===== config.mk =====
export PLATFORM = sky130hd
export DESIGN_NAME = fp_multiplier_seq_flat
export DESIGN_NICKNAME = d
export VERILOG_FILES = /design/src/rtl/fp_multiplier_seq_if.sv /design/src/rtl/fp_multiplier_seq.sv /design/src/flat_wrapper.sv
export SDC_FILE = /design/constraint.sdc
export NUM_CORES = 1
export LEC_CHECK = 0
export ABC_AREA = 0
export CORE_ASPECT_RATIO = 1.2
export CORE_MARGIN = 3
export CORE_UTILIZATION = 50
export DETAILED_ROUTE_END_ITERATION = 7
export PLACE_DENSITY = 0.67
export REMOVE_ABC_BUFFERS = 1
export SLEW_MARGIN = 20
export SYNTH_ARGS = -nofsm -noshare
export SYNTH_HDL_FRONTEND = slang
export SYNTH_SLANG_ARGS = --single-unit

===== constraint.sdc =====
create_clock -name int_clk -period 8.74 [get_ports int_clk]
set_input_delay 1.748 -clock int_clk [delete_from_list [all_inputs] [get_ports int_clk]]
set_output_delay 1.748 -clock int_clk [all_outputs]
set_load 0.005 [all_outputs]

===== src/rtl/fp_multiplier_seq_if.sv =====
// Handshake/operand bundle between the FP control sequencer and the sequential multiplier.
interface fp_multiplier_seq_if;
  logic        start;
  logic [31:0] A;
  logic [31:0] B;
  logic [31:0] Out;
  logic        busy;
  logic        done;

  modport master (output start, A, B, input Out, busy, done);
  modport slave  (input start, A, B, output Out, busy, done);
endinterface


===== src/rtl/fp_multiplier_seq.sv =====
// Sequential IEEE single multiplier: one shift-add partial product per cycle, truncating
// normalize, fixed 26-cycle latency from the accepting edge to the done pulse.
module fp_multiplier_seq #(
  parameter int EXP_BIAS = 127,
  parameter int MANT_W   = 24
) (
  input logic                  int_clk,
  input logic                  rst_n,
  fp_multiplier_seq_if.slave   bus
);
  localparam int ACC_W = 2 * MANT_W;

  typedef enum logic [1:0] {IDLE, MUL, NORM, DONE} state_t;

  state_t             state_q, state_d;
  logic               sign_q, sign_d;
  logic [7:0]         ea_q, ea_d, eb_q, eb_d;
  logic [MANT_W-1:0]  ma_q, ma_d, mb_q, mb_d;
  logic [ACC_W-1:0]   acc_q, acc_d;
  logic [4:0]         cnt_q, cnt_d;
  logic [31:0]        res_q, res_d, out_q, out_d;
  logic               busy_q, busy_d, done_q, done_d;

  logic signed [9:0]  exp_raw, exp_n;
  logic [MANT_W-2:0]  mant;
  logic               a_inf, b_inf, a_zero, b_zero;

  assign bus.Out  = out_q;
  assign bus.busy = busy_q;
  assign bus.done = done_q;

  // Exponent/mantissa selection from the finished accumulator; only consumed in NORM.
  always_comb begin
    a_inf   = (ea_q == 8'hFF);
    b_inf   = (eb_q == 8'hFF);
    a_zero  = (ea_q == 8'h00);
    b_zero  = (eb_q == 8'h00);
    exp_raw = 10'({2'b00, ea_q}) + 10'({2'b00, eb_q}) - 10'(EXP_BIAS);
    if (acc_q[ACC_W-1]) begin
      exp_n = exp_raw + 10'sd1;
      mant  = acc_q[ACC_W-2 -: (MANT_W-1)];
    end else begin
      exp_n = exp_raw;
      mant  = acc_q[ACC_W-3 -: (MANT_W-1)];
    end
  end

  always_comb begin
    state_d = state_q;
    sign_d  = sign_q;
    ea_d    = ea_q;
    eb_d    = eb_q;
    ma_d    = ma_q;
    mb_d    = mb_q;
    acc_d   = acc_q;
    cnt_d   = cnt_q;
    res_d   = res_q;
    out_d   = out_q;
    busy_d  = busy_q;
    done_d  = 1'b0;
    case (state_q)
      IDLE: begin
        if (bus.start) begin
          sign_d  = bus.A[31] ^ bus.B[31];
          ea_d    = bus.A[30:23];
          eb_d    = bus.B[30:23];
          ma_d    = {1'b1, bus.A[22:0]};
          mb_d    = {1'b1, bus.B[22:0]};
          acc_d   = '0;
          cnt_d   = '0;
          busy_d  = 1'b1;
          state_d = MUL;
        end
      end
      MUL: begin
        if (mb_q[0]) acc_d = acc_q + (ACC_W'(ma_q) << cnt_q);
        mb_d  = mb_q >> 1;
        cnt_d = cnt_q + 5'd1;
        if (cnt_q == 5'(MANT_W - 1)) state_d = NORM;
      end
      NORM: begin
        // Infinity times zero is the only invalid product; other NaNs collapse to infinity.
        if ((a_inf && b_zero) || (b_inf && a_zero)) res_d = 32'h7FC0_0000;
        else if (a_inf || b_inf)                    res_d = {sign_q, 8'hFF, 23'h0};
        else if (a_zero || b_zero)                  res_d = {sign_q, 31'h0};
        else if (exp_n >= 10'sd255)                 res_d = {sign_q, 8'hFF, 23'h0};
        else if (exp_n <= 10'sd0)                   res_d = {sign_q, 31'h0};
        else                                        res_d = {sign_q, exp_n[7:0], mant};
        state_d = DONE;
      end
      DONE: begin
        out_d   = res_q;
        done_d  = 1'b1;
        busy_d  = 1'b0;
        state_d = IDLE;
      end
      default: state_d = IDLE;
    endcase
  end

  always_ff @(posedge int_clk or negedge rst_n) begin
    if (!rst_n) begin
      state_q <= IDLE;
      sign_q  <= 1'b0;
      ea_q    <= '0;
      eb_q    <= '0;
      ma_q    <= '0;
      mb_q    <= '0;
      acc_q   <= '0;
      cnt_q   <= '0;
      res_q   <= '0;
      out_q   <= '0;
      busy_q  <= 1'b0;
      done_q  <= 1'b0;
    end else begin
      state_q <= state_d;
      sign_q  <= sign_d;
      ea_q    <= ea_d;
      eb_q    <= eb_d;
      ma_q    <= ma_d;
      mb_q    <= mb_d;
      acc_q   <= acc_d;
      cnt_q   <= cnt_d;
      res_q   <= res_d;
      out_q   <= out_d;
      busy_q  <= busy_d;
      done_q  <= done_d;
    end
  end
endmodule

===== src/flat_wrapper.sv =====
// flat-port wrapper written by rule: the top's interface ports become plain ports
module fp_multiplier_seq_flat 
#(
  parameter int EXP_BIAS = 127,
  parameter int MANT_W   = 24
)
  (int_clk, rst_n, bus_start, bus_A, bus_B, bus_Out, bus_busy, bus_done);
  fp_multiplier_seq_if bus_i ();
  input logic int_clk;
  input logic rst_n;
  input wire logic [$bits(bus_i.start)-1:0] bus_start;
  input wire logic [$bits(bus_i.A)-1:0] bus_A;
  input wire logic [$bits(bus_i.B)-1:0] bus_B;
  output wire logic [$bits(bus_i.Out)-1:0] bus_Out;
  output wire logic [$bits(bus_i.busy)-1:0] bus_busy;
  output wire logic [$bits(bus_i.done)-1:0] bus_done;
  assign bus_i.start = bus_start;
  assign bus_i.A = bus_A;
  assign bus_i.B = bus_B;
  assign bus_Out = bus_i.Out;
  assign bus_busy = bus_i.busy;
  assign bus_done = bus_i.done;
  fp_multiplier_seq #(.EXP_BIAS(EXP_BIAS), .MANT_W(MANT_W)) u_core (.int_clk(int_clk), .rst_n(rst_n), .bus(bus_i));
endmodule

Word-level counts from Yosys, hierarchy flattened
Index checks and enable logic that the tools add are counted.
- add/subtract/negate cells: 5
- multiply operators: 0
- div/mod/pow operators: 0
- order comparisons: 2
- equality and inequality tests: 9
- shifts and indexed selects: 1
- mux-type cells: 20
- bitwise operators: 1
- reductions and logical operators: 15
- operator list (kind ; count):
    $mux 31 ; 4
    $mux 48 ; 2
    $pmux 48 s2 ; 1
    $add 48x48->48 ; 1
    $pmux 24 s2 ; 1
    $shl 24x5->48 ; 1
    $mux 32 ; 1
    $mux 24 ; 1
    $mux 23 ; 1
    $eq 8x8->1 const B ; 2
    $logic_not 8->1 ; 2
    $add 10x2->10 const B ; 1
    $ge 10x9->1 const B ; 1
    $le 10x1->1 const B ; 1
    $mux 10 ; 1
    $pmux 5 s2 ; 1
    $sub 10x7->10 const B ; 1
    $add 8x8->9 ; 1
    $pmux 2 s4 ; 1
    $reduce_and 2->1 ; 4
    $add 5x1->5 const B ; 1
    $eq 5x5->1 const B ; 1
    $mux 5 ; 1
    $eq 2x2->1 const B ; 2
    other kinds (12) ; 19
- bits in registers: 186
- bits in latches: 0
- bits in writable memories: 0
- ROM bits: 0
- output and inout bits: 34
- word-level logic and storage cells: 65
- memories kept: 0

Logic depth before layout (Yosys ltp)
- depth after elaboration: 10
- mapped depth: 23
- depth with buffers taken out: 20

Least setup slack after synthesis
OpenSTA, ideal clock, no wires.
- path type: register to register
- start point: reg u_core.cnt_q[0]
- end point: reg u_core.acc_q[42]
- arrival time: 4262 ps
- slack: 4347 ps
- stages on the path, launching flop included: 16
- cell sequence: dfrtp_1 clkbuf_1 buf_1 mux4_2 a21oi_1 nor2_1 ha_1 a21o_2 a21o_1 a221o_2 a2111o_1 a41o_1 a31o_4 a21boi_1 xor2_1 o21ai_1
- longest elaborated chain between the ends: 4
- ends and longest elaborated chain (item ; RTL line ; RTL):
    start: declaration ; fp_multiplier_seq.sv:20 ; logic [4:0] cnt_q, cnt_d;
    start signal: assignment ; fp_multiplier_seq.sv:123 ; cnt_q <= cnt_d;
    $shl 24x5->48 ; fp_multiplier_seq.sv:76 ; if (mb_q[0]) acc_d = acc_q + (ACC_W'(ma_q) << cnt_q);
    $add 48x48->48 ; fp_multiplier_seq.sv:76 ;
    $mux 48 ; fp_multiplier_seq.sv:76 ;
    $pmux 48 s2 ; fp_multiplier_seq.sv:61 ; case (state_q)
    end signal: assignment ; fp_multiplier_seq.sv:109 ; acc_q <= '0;
    end signal: assignment ; fp_multiplier_seq.sv:122 ; acc_q <= acc_d;
    end: declaration ; fp_multiplier_seq.sv:19 ; logic [ACC_W-1:0] acc_q, acc_d;
Every way passes these cells. The select of a mux whose other input is x is not followed.
A chain may end at the register's enable or synchronous reset.

Worst setup path after layout
- start point: reg u_core.cnt_q[1]
- end point: reg u_core.acc_q[47]
Same word-level chain as after synthesis.

==> results summary <==
The number of synthesized flops with an enable pin is 0. The share of the core filled with cells in the final layout is 58.4%. The first-pass detailed-route iteration total is 5. Clock-pin slew was measured on the worst setup and hold paths at 0.07 ns. The share of the cycle needed by the critical path after routing is 62.0%. The number of gates resized after CTS is 0.

The largest buffer count on any clock path is 2. The number of antenna violations at the first check in global routing came to 0. The number of pins with negative max-slew slack in the final report came to 0.

The floorplan step set the die height to 178 µm. The starting utilization of the core area came out at 51.2%. STA classifies the critical path endpoint as a flip-flop. The detailed-placement wirelength estimate came out at 22.4 mm.

The number of filler cells placed in the layout came out at 2111. The final setup violation count is 0. The number of standard-cell rows in the floorplan is 62. Data on the critical path is required at its endpoint by 9.10 ns. The antenna diode count came out at 0. The run finished with clean final reports. TritonCTS built the clock tree.

The data arrival time at the worst-slack endpoint is 5.77 ns. Based on the critical path, the design can be clocked at up to 185 MHz. In this run, the combinational gates consume 64.1% of the power.

The maximum VDD drop is 0.197 mV. Measured against its own limit, the worst slew margin works out to 32.5%. The overall global routing resource usage is 23.4%.

After synthesis, the netlist uses 77 different library cells. The quantity of hold-fixing buffers added after cts came out at 0. Net switching is roughly 48% of the power. The critical path is of the flip-flop to flip-flop type. The last weighted congestion value of the routability-driven placer is 0.951. The clock tree synthesis step divided the H-tree into 4 levels. In the synthesized netlist the dominant register cell turns out to be sky130_fd_sc_hd__dfrtp_1. The total CTS buffers came out at 17.

The internal power contribution is 3290 µW. The fraction of the mapped netlist area in simple logic gates came out at 12.6%. The DRC violation count after routing is 0. The worst hold path belongs to the class flip-flop to flip-flop. The proportion of synthesized chip area in sequential cells came out at 37.7%. The average vias per placed instance came out at 5.80. The top cell types in the final layout, fill and taps aside, are sky130_fd_sc_hd__dfrtp_1, sky130_fd_sc_hd__nand2_1, sky130_fd_sc_hd__o21ai_0. For this design the ratio of total power to cell area is 446 mW/mm². The number of global-route vias before repair is 9716. The worst setup path is launched from a flip-flop. Clock latency on the worst-skew pair, taken at its later pin, is between 0.4 and 0.5 ns. The max-cap violation count is 0. The part of the total power dissipated in sequential elements is 23.6%. The share of synthesized area spent on multiplexers is 15.3%.

After synthesis, the largest family of logic cells by area is compound AO/OA/AOI/OAI gates. Leaving out fill and tap cells, the most frequent cell in the layout is sky130_fd_sc_hd__dfrtp_1. The minimum period implied by the final worst setup slack came out at between 5 and 6 ns. The core box area came out at 0.0241 mm².

The leakage power summed over all cells came out at 0.00601 µW. The die boundary width came out at 150 µm. The netlist area before placement came out at 0.0124 mm². The number of synthesis warnings came out at 0.

The final hold slack is 0.478 ns. The adder-cell area share of the yosys netlist is 6.60%. The number of I/O port buffers came out at 100. The share of power burned in the clock network is 12.3%. Counting every sink on the clock net gives approximately 190. The root buffer cell chosen for the clock tree is sky130_fd_sc_hd__clkbuf_16. Setup repair after global routing left no endpoint under its margin. The layout net count came out at 1486. The number of ports placed on the die boundary is 101. The number of nets still failing antenna checks after routing came out at 0.

The share of the synthesized netlist area taken by xor and xnor gates came out at 4.07%. The synthesized netlist cell count is 1313. The share of synthesized flip-flops with an asynchronous set or reset is 100%.

The total negative slack came out at 0 ns. For this block, the initial DRC count from the detailed router was 615. The total length of routed wires came out at approximately 30 mm. The post-CTS setup buffer count is 0. The share of cells above drive strength 1 came out at 14.2%. Entering global routing, the biggest net connects 112 pins.

The mean post-synth cell area is approximately 9.4 µm². The final hold violation count was 0. Detailed routing inserted a total of 9790 vias. The switching component of the power came out at 2980 µW. The final global-route overflow total is 0. The register bit total from synthesis came out at 186. Between clock sinks in the finished design, the worst skew comes to 0.0141 ns. The pin slew with the least headroom to its limit is 1.01 ns. The area growth from synthesis to final layout is 13.9%. The fraction of the mapped netlist area in compound gates came out at 19.4%.

Along the worst path, the maximum fanout reaches 31. The overall die area is 0.0266 mm². The wire length of the first global-routing pass came out at 49.8 mm. The wire length per cell is 17.9 µm.
state kept, by name, summed over array words and instances (netlist names):
register / flops
u_core.cnt_q: 5
u_core.state_q: 2
u_core.ma_q: 24
u_core.eb_q: 8
u_core.bus.busy: 1
u_core.ea_q: 8
u_core.res_q: 32
u_core.sign_q: 1
u_core.bus.done: 1
u_core.acc_q: 48
u_core.mb_q: 24
u_core.bus.Out: 32
synthesized netlist by cell type, types with 3 or more instances:
cell type                  instances  area (µm²)
sky130_fd_sc_hd__mux2i_1          72         721
sky130_fd_sc_hd__o21a_1            7        52.6
sky130_fd_sc_hd__a21oi_2           4        35.0
sky130_fd_sc_hd__nand4_1          25         156
sky130_fd_sc_hd__a211oi_1         10        75.1
sky130_fd_sc_hd__clkbuf_1         70         263
sky130_fd_sc_hd__xor2_1           22         193
sky130_fd_sc_hd__a21oi_1          74         370
sky130_fd_sc_hd__o21ai_0         114         571
sky130_fd_sc_hd__nor2b_1           9        56.3
sky130_fd_sc_hd__and2_1            6        37.5
sky130_fd_sc_hd__dfrtp_1         186        4650
sky130_fd_sc_hd__o21ai_1           5        25.0
sky130_fd_sc_hd__o21bai_1         15         113
sky130_fd_sc_hd__o31ai_1          11        82.6
sky130_fd_sc_hd__mux2_2           88         991
sky130_fd_sc_hd__a21o_1           33         248
sky130_fd_sc_hd__ha_1             62         776
sky130_fd_sc_hd__o21ai_2           3        26.3
sky130_fd_sc_hd__inv_1            42         158
sky130_fd_sc_hd__nor2_1           84         315
sky130_fd_sc_hd__a22o_1            3        26.3
sky130_fd_sc_hd__nor3_1           14        70.1
sky130_fd_sc_hd__nand2b_1          9        56.3
sky130_fd_sc_hd__o22ai_1          18         113
sky130_fd_sc_hd__nor4_1            6        37.5
sky130_fd_sc_hd__xnor2_1          31         272
sky130_fd_sc_hd__nand2_1         156         586
sky130_fd_sc_hd__o221a_2           4        45.0
sky130_fd_sc_hd__a31oi_1          10        62.6
sky130_fd_sc_hd__buf_1            11        41.3
sky130_fd_sc_hd__nand3_1          19        95.1
sky130_fd_sc_hd__mux4_2            8         180
sky130_fd_sc_hd__and3_1            7        43.8
sky130_fd_sc_hd__o22ai_2          20         250
area by class of cell:
type	instances	area (µm²)	share of cell area [%]
Clock buffer	17	425	3.02
Timing Repair Buffer	111	1090	7.72
Tap cell	320	400	2.84
Clock inverter	15	158	1.12
Inverter	43	161	1.15
Multi-Input combinational cell	996	7190	51.1
Sequential cell	186	4650	33.1
power by group through the flow:
stage	Sequential, µW	Clock, µW	Combinational (µW)
floorplan	1470	0	2940
global placement	1480	0	3960
detailed placement	1500	0	4000
CTS	1480	789	4020
global route	1530	826	4460
finish	1480	771	4030
critical path: stages (launching register included):
cell and delay (ns):
sky130_fd_sc_hd__dfrtp_1 0.95, sky130_fd_sc_hd__clkinv_1 0.66, sky130_fd_sc_hd__a211oi_1 0.34, sky130_fd_sc_hd__a21oi_1 0.09
sky130_fd_sc_hd__mux2i_1 0.23, sky130_fd_sc_hd__nand2_1 0.08, sky130_fd_sc_hd__o21ai_0 0.13, sky130_fd_sc_hd__a2bb2o_1 0.38
sky130_fd_sc_hd__ha_1 0.42, sky130_fd_sc_hd__a21o_1 0.23, sky130_fd_sc_hd__o21bai_1 0.19, sky130_fd_sc_hd__a221o_1 0.32
sky130_fd_sc_hd__a21oi_1 0.23, sky130_fd_sc_hd__o21a_1 0.15, sky130_fd_sc_hd__o21ai_0 0.08, sky130_fd_sc_hd__a211oi_1 0.36
sky130_fd_sc_hd__xnor2_1 0.19, sky130_fd_sc_hd__a21oi_1 0.10, sky130_fd_sc_hd__o22ai_1 0.15
routing by layer:
metal | global-route usage (%) | vias up | wire (µm)
li1 | - | 4810 | -
met1 | 29.2 | 4685 | 13000
met2 | 40.4 | 231 | 15100
met3 | 3.58 | 64 | 1130
met4 | 9.50 | 0 | 1040
met5 | 0 | - | 0
final timing paths:
kind	depth (start not counted)	endpoint	start	slack, ns
worst max-delay path	18	u_core.acc_q[47]	u_core.cnt_q[1]	3.32
worst min-delay path	1	u_core.res_q[28]	u_core.res_q[28]	0.48
worst max register to register	18	u_core.acc_q[47]	u_core.cnt_q[1]	3.32
worst min register to register	1	u_core.res_q[28]	u_core.res_q[28]	0.48
max in group asynchronous	2	u_core.acc_q[26]	rst_n	5.90
min in group asynchronous	1	u_core.eb_q[4]	rst_n	1.39
cell families after synthesis:
group / after synthesis
adder cells (fa/ha/maj): 64
AND/OR/NAND/NOR: 348
buffers and inverters: 131
AO/OA/AOI/OAI: 361
XOR/XNOR: 55
multiplexers: 168
flip-flops: 186
stage by stage:
stage / std cells / total power (µW) / worst slack (ns) / cell area [µm²]
2_1_floorplan: 1225 / 4410 / 3.98 / 12000
3_3_place_gp: 1656 / 5440 / 3.49 / 13500
3_5_place_dp: 1656 / 5500 / 3.41 / 13500
4_1_cts: 1688 / 6290 / 3.40 / 14100
5_1_grt: 1688 / 6820 / 2.89 / 14100
6_report: 1688 / 6280 / 3.32 / 14100
No activity file was read; power rests on OpenSTA's default activity.
